==> config.mk <==
export PLATFORM = sky130hd
export DESIGN_NAME = rr_arbiter16_flat
export DESIGN_NICKNAME = d
export VERILOG_FILES = /design/src/rtl/rr_arbiter16_pkg.sv /design/src/rtl/rr_arbiter16_if.sv /design/src/rtl/rr_arbiter16_pick.sv /design/src/rtl/rr_arbiter16.sv /design/src/flat_wrapper.sv
export SDC_FILE = /design/constraint.sdc
export NUM_CORES = 1
export LEC_CHECK = 0
export ABC_AREA = 1
export CAP_MARGIN = 0
export CORE_ASPECT_RATIO = 0.7
export CORE_UTILIZATION = 51
export CTS_CLUSTER_SIZE = 10
export DETAILED_ROUTE_END_ITERATION = 7
export PLACE_DENSITY = 0.78
export SETUP_SLACK_MARGIN = 0.5
export SLEW_MARGIN = 30
export SYNTH_ARGS = -nofsm -noshare
export SYNTH_HDL_FRONTEND = slang
export SYNTH_SLANG_ARGS = --single-unit
export TNS_END_PERCENT = 50
==> constraint.sdc <==
create_clock -name clk -period 3.22 [get_ports clk]
set_clock_uncertainty 0.2 [all_clocks]
set_input_delay 0.483 -clock clk [delete_from_list [all_inputs] [get_ports clk]]
set_output_delay 0.483 -clock clk [all_outputs]
set_load 0.01 [all_outputs]
==> src/rtl/rr_arbiter16_pkg.sv <==
// Shared definitions for the 16-way round-robin arbiter (package arb_pkg).
// Optional feature macro used elsewhere in this slice: ARB_LOCK_EN.
package arb_pkg;

  localparam int N_REQ = 16;
  localparam int IDX_W = 4;

  typedef enum logic {
    IDLE  = 1'b0,
    GRANT = 1'b1
  } arb_state_t;

  // One-hot decode of a requester index.
  function automatic logic [N_REQ-1:0] idx_to_oh(input logic [IDX_W-1:0] idx);
    logic [N_REQ-1:0] oh;
    oh = '0;
    oh[idx] = 1'b1;
    return oh;
  endfunction

endpackage

==> src/rtl/rr_arbiter16_if.sv <==
// Request/grant bundle between the 16 requesters and rr_arbiter16.
// Macro ARB_LOCK_EN adds the lock signal.
//
// Handshake: req[i] asks for the resource; a grant is held while gnt_vld is
// high (req is not looked at during a grant) and ends on the cycle after the
// granted requester drives done high, or after the watchdog fires (timeout
// pulse). A new grant always follows a one-cycle idle bubble.
interface rr_arbiter16_if
  import arb_pkg::*;
  ();

  logic [N_REQ-1:0] req;
  logic             done;
`ifdef ARB_LOCK_EN
  logic             lock;
`endif
  logic             gnt_vld;
  logic [IDX_W-1:0] gnt_idx;
  logic [N_REQ-1:0] gnt_oh;
  logic             timeout;
  arb_state_t       dbg_state;

  // Requester side.
  modport master (
    output req,
    output done,
`ifdef ARB_LOCK_EN
    output lock,
`endif
    input  gnt_vld,
    input  gnt_idx,
    input  gnt_oh,
    input  timeout,
    input  dbg_state
  );

  // Arbiter side.
  modport slave (
    input  req,
    input  done,
`ifdef ARB_LOCK_EN
    input  lock,
`endif
    output gnt_vld,
    output gnt_idx,
    output gnt_oh,
    output timeout,
    output dbg_state
  );

endinterface

==> src/rtl/rr_arbiter16_pick.sv <==
// rr_pick16: combinational round-robin search. Finds the first set bit of req
// starting at ptr+1 and wrapping modulo 16, so requester ptr is checked last.
module rr_pick16
  import arb_pkg::*;
(
  input  logic [N_REQ-1:0] req,
  input  logic [IDX_W-1:0] ptr,
  output logic [IDX_W-1:0] pick_idx,
  output logic             any
);

  logic [IDX_W-1:0] cand;

  // Walk the 16 positions after ptr; first hit wins.
  always_comb begin
    pick_idx = '0;
    any      = 1'b0;
    cand     = '0;
    for (int i = 0; i < N_REQ; i++) begin
      cand = ptr + IDX_W'(i + 1);
      if (!any && req[cand]) begin
        any      = 1'b1;
        pick_idx = cand;
      end
    end
  end

endmodule

==> src/rtl/rr_arbiter16.sv <==
// rr_arbiter16: 16-requester round-robin arbiter with hold-until-done grants,
// registered index/one-hot grant outputs and a watchdog that revokes a grant
// held for TIMEOUT cycles without done (TIMEOUT = 0 disables it).
// Macro ARB_LOCK_EN: done with lock high keeps the current grant.
module rr_arbiter16
  import arb_pkg::*;
#(
  parameter int TIMEOUT = 64,
  parameter int CNT_W   = 8
) (
  input  logic           clk,
  input  logic           rst_n,
  rr_arbiter16_if.slave  bus
);

  localparam bit               WDOG_EN  = (TIMEOUT > 0);
  localparam logic [CNT_W-1:0] CNT_LAST = CNT_W'((TIMEOUT > 0) ? TIMEOUT - 1 : 0);

  arb_state_t       state_q, state_d;
  logic             gnt_vld_q, gnt_vld_d;
  logic [IDX_W-1:0] gnt_idx_q, gnt_idx_d;
  logic [N_REQ-1:0] gnt_oh_q, gnt_oh_d;
  logic             timeout_q, timeout_d;
  logic [CNT_W-1:0] cnt_q, cnt_d;

  logic [IDX_W-1:0] pick_idx;
  logic             pick_any;
  logic             lock_in;
  logic             expire;

`ifdef ARB_LOCK_EN
  assign lock_in = bus.lock;
`else
  assign lock_in = 1'b0;
`endif

  // gnt_idx doubles as the round-robin pointer, so the last served requester
  // is searched last.
  rr_pick16 u_pick (
    .req      (bus.req),
    .ptr      (gnt_idx_q),
    .pick_idx (pick_idx),
    .any      (pick_any)
  );

  assign expire = WDOG_EN && (cnt_q == CNT_LAST);

  // Next-state, pointer, watchdog and registered-output computation.
  always_comb begin
    state_d   = state_q;
    gnt_idx_d = gnt_idx_q;
    cnt_d     = cnt_q;
    timeout_d = 1'b0;
    case (state_q)
      IDLE: begin
        if (pick_any) begin
          state_d   = GRANT;
          gnt_idx_d = pick_idx;
          cnt_d     = '0;
        end
      end
      GRANT: begin
        if (bus.done) begin
          // done beats a simultaneous watchdog expiry.
          if (lock_in) begin
            cnt_d = '0;
          end else begin
            state_d = IDLE;
          end
        end else if (expire) begin
          state_d   = IDLE;
          timeout_d = 1'b1;
        end else begin
          cnt_d = cnt_q + CNT_W'(1);
        end
      end
      default: begin
        state_d = IDLE;
      end
    endcase
    gnt_vld_d = (state_d == GRANT);
    gnt_oh_d  = gnt_vld_d ? idx_to_oh(gnt_idx_d) : '0;
  end

  // All state and outputs registered; asynchronous active-low reset.
  always_ff @(posedge clk or negedge rst_n) begin
    if (!rst_n) begin
      state_q   <= IDLE;
      gnt_vld_q <= 1'b0;
      gnt_idx_q <= 4'hF;
      gnt_oh_q  <= '0;
      timeout_q <= 1'b0;
      cnt_q     <= '0;
    end else begin
      state_q   <= state_d;
      gnt_vld_q <= gnt_vld_d;
      gnt_idx_q <= gnt_idx_d;
      gnt_oh_q  <= gnt_oh_d;
      timeout_q <= timeout_d;
      cnt_q     <= cnt_d;
    end
  end

  assign bus.gnt_vld   = gnt_vld_q;
  assign bus.gnt_idx   = gnt_idx_q;
  assign bus.gnt_oh    = gnt_oh_q;
  assign bus.timeout   = timeout_q;
  assign bus.dbg_state = state_q;

endmodule

==> src/flat_wrapper.sv <==
// flat-port wrapper written by rule: the top's interface ports become plain ports
module rr_arbiter16_flat import arb_pkg::*;
#(
  parameter int TIMEOUT = 64,
  parameter int CNT_W   = 8
)
  (clk, rst_n, bus_req, bus_done, bus_gnt_vld, bus_gnt_idx, bus_gnt_oh, bus_timeout, bus_dbg_state);
  rr_arbiter16_if bus_i ();
  input  logic clk;
  input  logic rst_n;
  input wire logic [$bits(bus_i.req)-1:0] bus_req;
  input wire logic [$bits(bus_i.done)-1:0] bus_done;
  output wire logic [$bits(bus_i.gnt_vld)-1:0] bus_gnt_vld;
  output wire logic [$bits(bus_i.gnt_idx)-1:0] bus_gnt_idx;
  output wire logic [$bits(bus_i.gnt_oh)-1:0] bus_gnt_oh;
  output wire logic [$bits(bus_i.timeout)-1:0] bus_timeout;
  output wire logic [$bits(bus_i.dbg_state)-1:0] bus_dbg_state;
  assign bus_i.req = bus_req;
  assign bus_i.done = bus_done;
  assign bus_gnt_vld = bus_i.gnt_vld;
  assign bus_gnt_idx = bus_i.gnt_idx;
  assign bus_gnt_oh = bus_i.gnt_oh;
  assign bus_timeout = bus_i.timeout;
  assign bus_dbg_state = bus_i.dbg_state;
  rr_arbiter16 #(.TIMEOUT(TIMEOUT), .CNT_W(CNT_W)) u_core (.clk(clk), .rst_n(rst_n), .bus(bus_i));
endmodule
==> impl_metrics.ini <==
[synthesis]
ys_ff_latch = 30
synthMuxAreaShare_pct = 0
ys_seq_area_share_pct = 25.11
synth.most_common_cell = nand2_1
synth_simple_gate_area_share_pct = 52.27
yosys.area_share.adder_pct = 3.742
avgSynthCellArea_um2 = 6.527
synth_enable_flop_cells = 0
synth_common_cells = nand2_1, nand3_1, nor2_1
synth_top_area_share_pct = 21.62
yosysUniqueCellTypes = 41
async_flop_share_pct = 100.0
yosys.area.top_type = dfrtp_1
syn_area_mm2 = 0.003009
synth_top_family_by_area = simple AND/OR/NAND/NOR gates
netlist_top_cells_area = dfrtp_1, nand3_1, nand2_1
yosysWarnings = 0
syn_inst = 461
synth_flop_cell = dfrtp_1
synth_xor_area_share_pct = 3.493
synth.net_count = 489
synth_compound_area_share_pct = 5.655

[route]
wl_per_cell_um = 22.98
drt.antenna.violating_nets = 0
drc_errors = 145
dr_total_vias = 4404
dr.pass1.iters = 8
routed_wl_um = 15170
via_per_inst = 6.673
drtIter0Drc = 930

[global_route]
grt_max_degree = 31
grt_pass1_wl_um = 17920
first_global_vias = 3614
antenna_found_initial = 0
gr-total-overflow = 0
grt.total_usage_pct = 38.36

[place]
place_congestion = 0.9651
hpwlAfterDp_um = 7715
io_buffers = 41

[worst_hold_path]
worst_hold_path_type = reg2reg

[worst_setup_path]
cp.required_ns = 3.24
start_kind = flip-flop
end_kind = flip-flop
path_class = reg2reg
cp.arrival_ns = 3.88
path_max_fanout = 5

[sta]
period_share_pct = 120.1
timing.final.ws_setup_ns = -0.6471
whs_ns = 0.3539
tightest_slew_ns = 0.6748
fin_crit_ns = 3.867
slew_headroom_pct = 54.54
max_freq_mhz = 258.6
rsz0062_at_grt = yes
setup_viol_count_final = 29
final_max_slew_viol_count = 0
hold_viol_final = 0

[clock_tree]
cts.hold.buffers_added = 0
root_buffer = clkbuf_8
cts.sinks = 30
insertion_delay_ns = 0.29
htree_levels = 2
cts_buffer_depth = 2
clk_pin_slew_ns = 0.07
numCtsBuffers = 5
cts_tree = yes

[floorplan]
num_rows = 22
start_util_pct = 55.21
core-area_mm2 = 0.005450
die_h_um = 66.27
dieArea_mm2 = 0.006216
dieWidth_um = 93.81
io_pins = 42

[flow_run]
maxCapViolCount = 0

[layout]
nFillCells = 214
areaGrowthSynthToFinish_pct = 62.25
drive_above_1_share_pct = 40.82
fin_nets = 615
antenna_cells = 0

[outcome]
run_status = finished with violations
violations = DRC, setup timing
## layout by cell type (no fill, tap or decap), types with 3 or more instances in the layout
| cell type | instances |
|---|---|
| a21oi_1 | 6 |
| buf_12 | 3 |
| buf_4 | 74 |
| buf_6 | 11 |
| clkbuf_8 | 5 |
| clkdlybuf4s50_1 | 41 |
| dfrtp_1 | 26 |
| dfstp_2 | 4 |
| ha_1 | 6 |
| inv_1 | 40 |
| inv_2 | 7 |
| inv_6 | 3 |
| nand2_1 | 97 |
| nand2_2 | 22 |
| nand2_4 | 18 |
| nand3_1 | 60 |
| nand3_2 | 23 |
| nand3_4 | 14 |
| nand3b_1 | 3 |
| nand4_1 | 10 |
| nand4_4 | 4 |
| nor2_1 | 33 |
| nor2_2 | 16 |
| nor2_4 | 8 |
| nor3_1 | 4 |
| o21ai_0 | 7 |
| o21ai_1 | 4 |
| o21ai_2 | 3 |
| xor2_1 | 5 |
## flip-flops by register name, indices dropped and copies added, names as in the netlist
| register | flops |
|---|---|
| u_core.bus.gnt_idx | 4 |
| u_core.cnt_q | 8 |
| u_core.bus.dbg_state | 1 |
| u_core.bus.timeout | 1 |
| u_core.bus.gnt_oh | 16 |
## critical path, stage by stage (launching register included)
cell	delay, ns
dfstp_2	0.61
buf_6	0.14
ha_1	0.16
nand2_1	0.09
nand2_1	0.17
xor2_4	0.35
inv_2	0.09
nand2_2	0.11
nand2_4	0.07
inv_1	0.08
nand4_1	0.14
nor2_2	0.17
nand4_1	0.11
nor2_2	0.16
nand2_1	0.12
inv_1	0.13
nand2_1	0.10
nor2_1	0.13
nor2_1	0.07
nand4_2	0.12
nand2_2	0.09
nand2_4	0.14
nand2_4	0.09
nor2_1	0.13
## stage by stage
stage | setup WS, ns | util [%] | setup TNS [ns] | cells | cell area, um^2
floorplan | -0.1640 | - | -2.780 | 461 | 3122
global placement | -0.2471 | 74.04 | -4.355 | 630 | 4035
detailed placement | -0.3687 | 74.04 | -7.178 | 630 | 4035
CTS | -0.1636 | 84.62 | -2.659 | 655 | 4612
global route | -0.9060 | 89.58 | -20.50 | 660 | 4882
finish | -0.6471 | 89.58 | -13.98 | 660 | 4882
## worst paths after layout
path                                            start                    end  slack, ns  depth (start not counted)
min in group asynchronous                       rst_n   u_core.bus.dbg_state       0.37                          2
worst max-delay path            u_core.bus.gnt_idx[1]   u_core.bus.gnt_oh[4]      -0.65                         23
worst max register to register  u_core.bus.gnt_idx[1]   u_core.bus.gnt_oh[4]      -0.65                         23
worst min-delay path                  u_core.cnt_q[4]        u_core.cnt_q[4]       0.35                          2
worst min register to register        u_core.cnt_q[4]        u_core.cnt_q[4]       0.35                          2
max in group asynchronous                       rst_n  u_core.bus.gnt_idx[0]       2.13                          2
## per-layer routing
layer | part of all wire, % | routed length [um] | vias to the layer above | global-route usage [%]
met1 | 34 | 5164 | 1938 | 49.72
li1 | - | - | 1767 | -
met5 | 0.36 | 55 | - | 0
met3 | 14 | 2183 | 200 | 11.95
met4 | 9.3 | 1415 | 2 | 9.231
met2 | 42 | 6350 | 497 | 62.32
## cell families (layout without fill, tap and decap cells)
family / after synthesis / in the layout
compound gates: 28 / 28
buf+inv: 65 / 192
flops: 30 / 30
simple gates: 320 / 320
fa+ha+maj: 9 / 9
xor+xnor: 9 / 9
## repair_timing
| action | 4_1_cts | 5_1_grt |
|---|---|---|
| pin swaps | 30 | 17 |
| cloned | 1 | 0 |
| setup endpoints to repair | 29 | 29 |
| buffers inserted | 16 | 5 |
| resized for setup | 73 | 54 |
## area by class of cell
cell class              instances  area [um^2]  share of cell area (%)
clock buffers                   5        68.82                   1.410
repair buffers                129         1150                   23.55
repair inverters                1        11.26                  0.2307
multi-input cells             366         2531                   51.85
inverters                      54        235.2                   4.818
well taps                      72        90.09                   1.845
flip-flops and latches         30        755.7                   15.48
clock inverters                 3        40.04                  0.8201
Power is left out: the tool's default activity adds up to more than one toggle a clock period on the data nets, which glitch-free logic cannot reach.
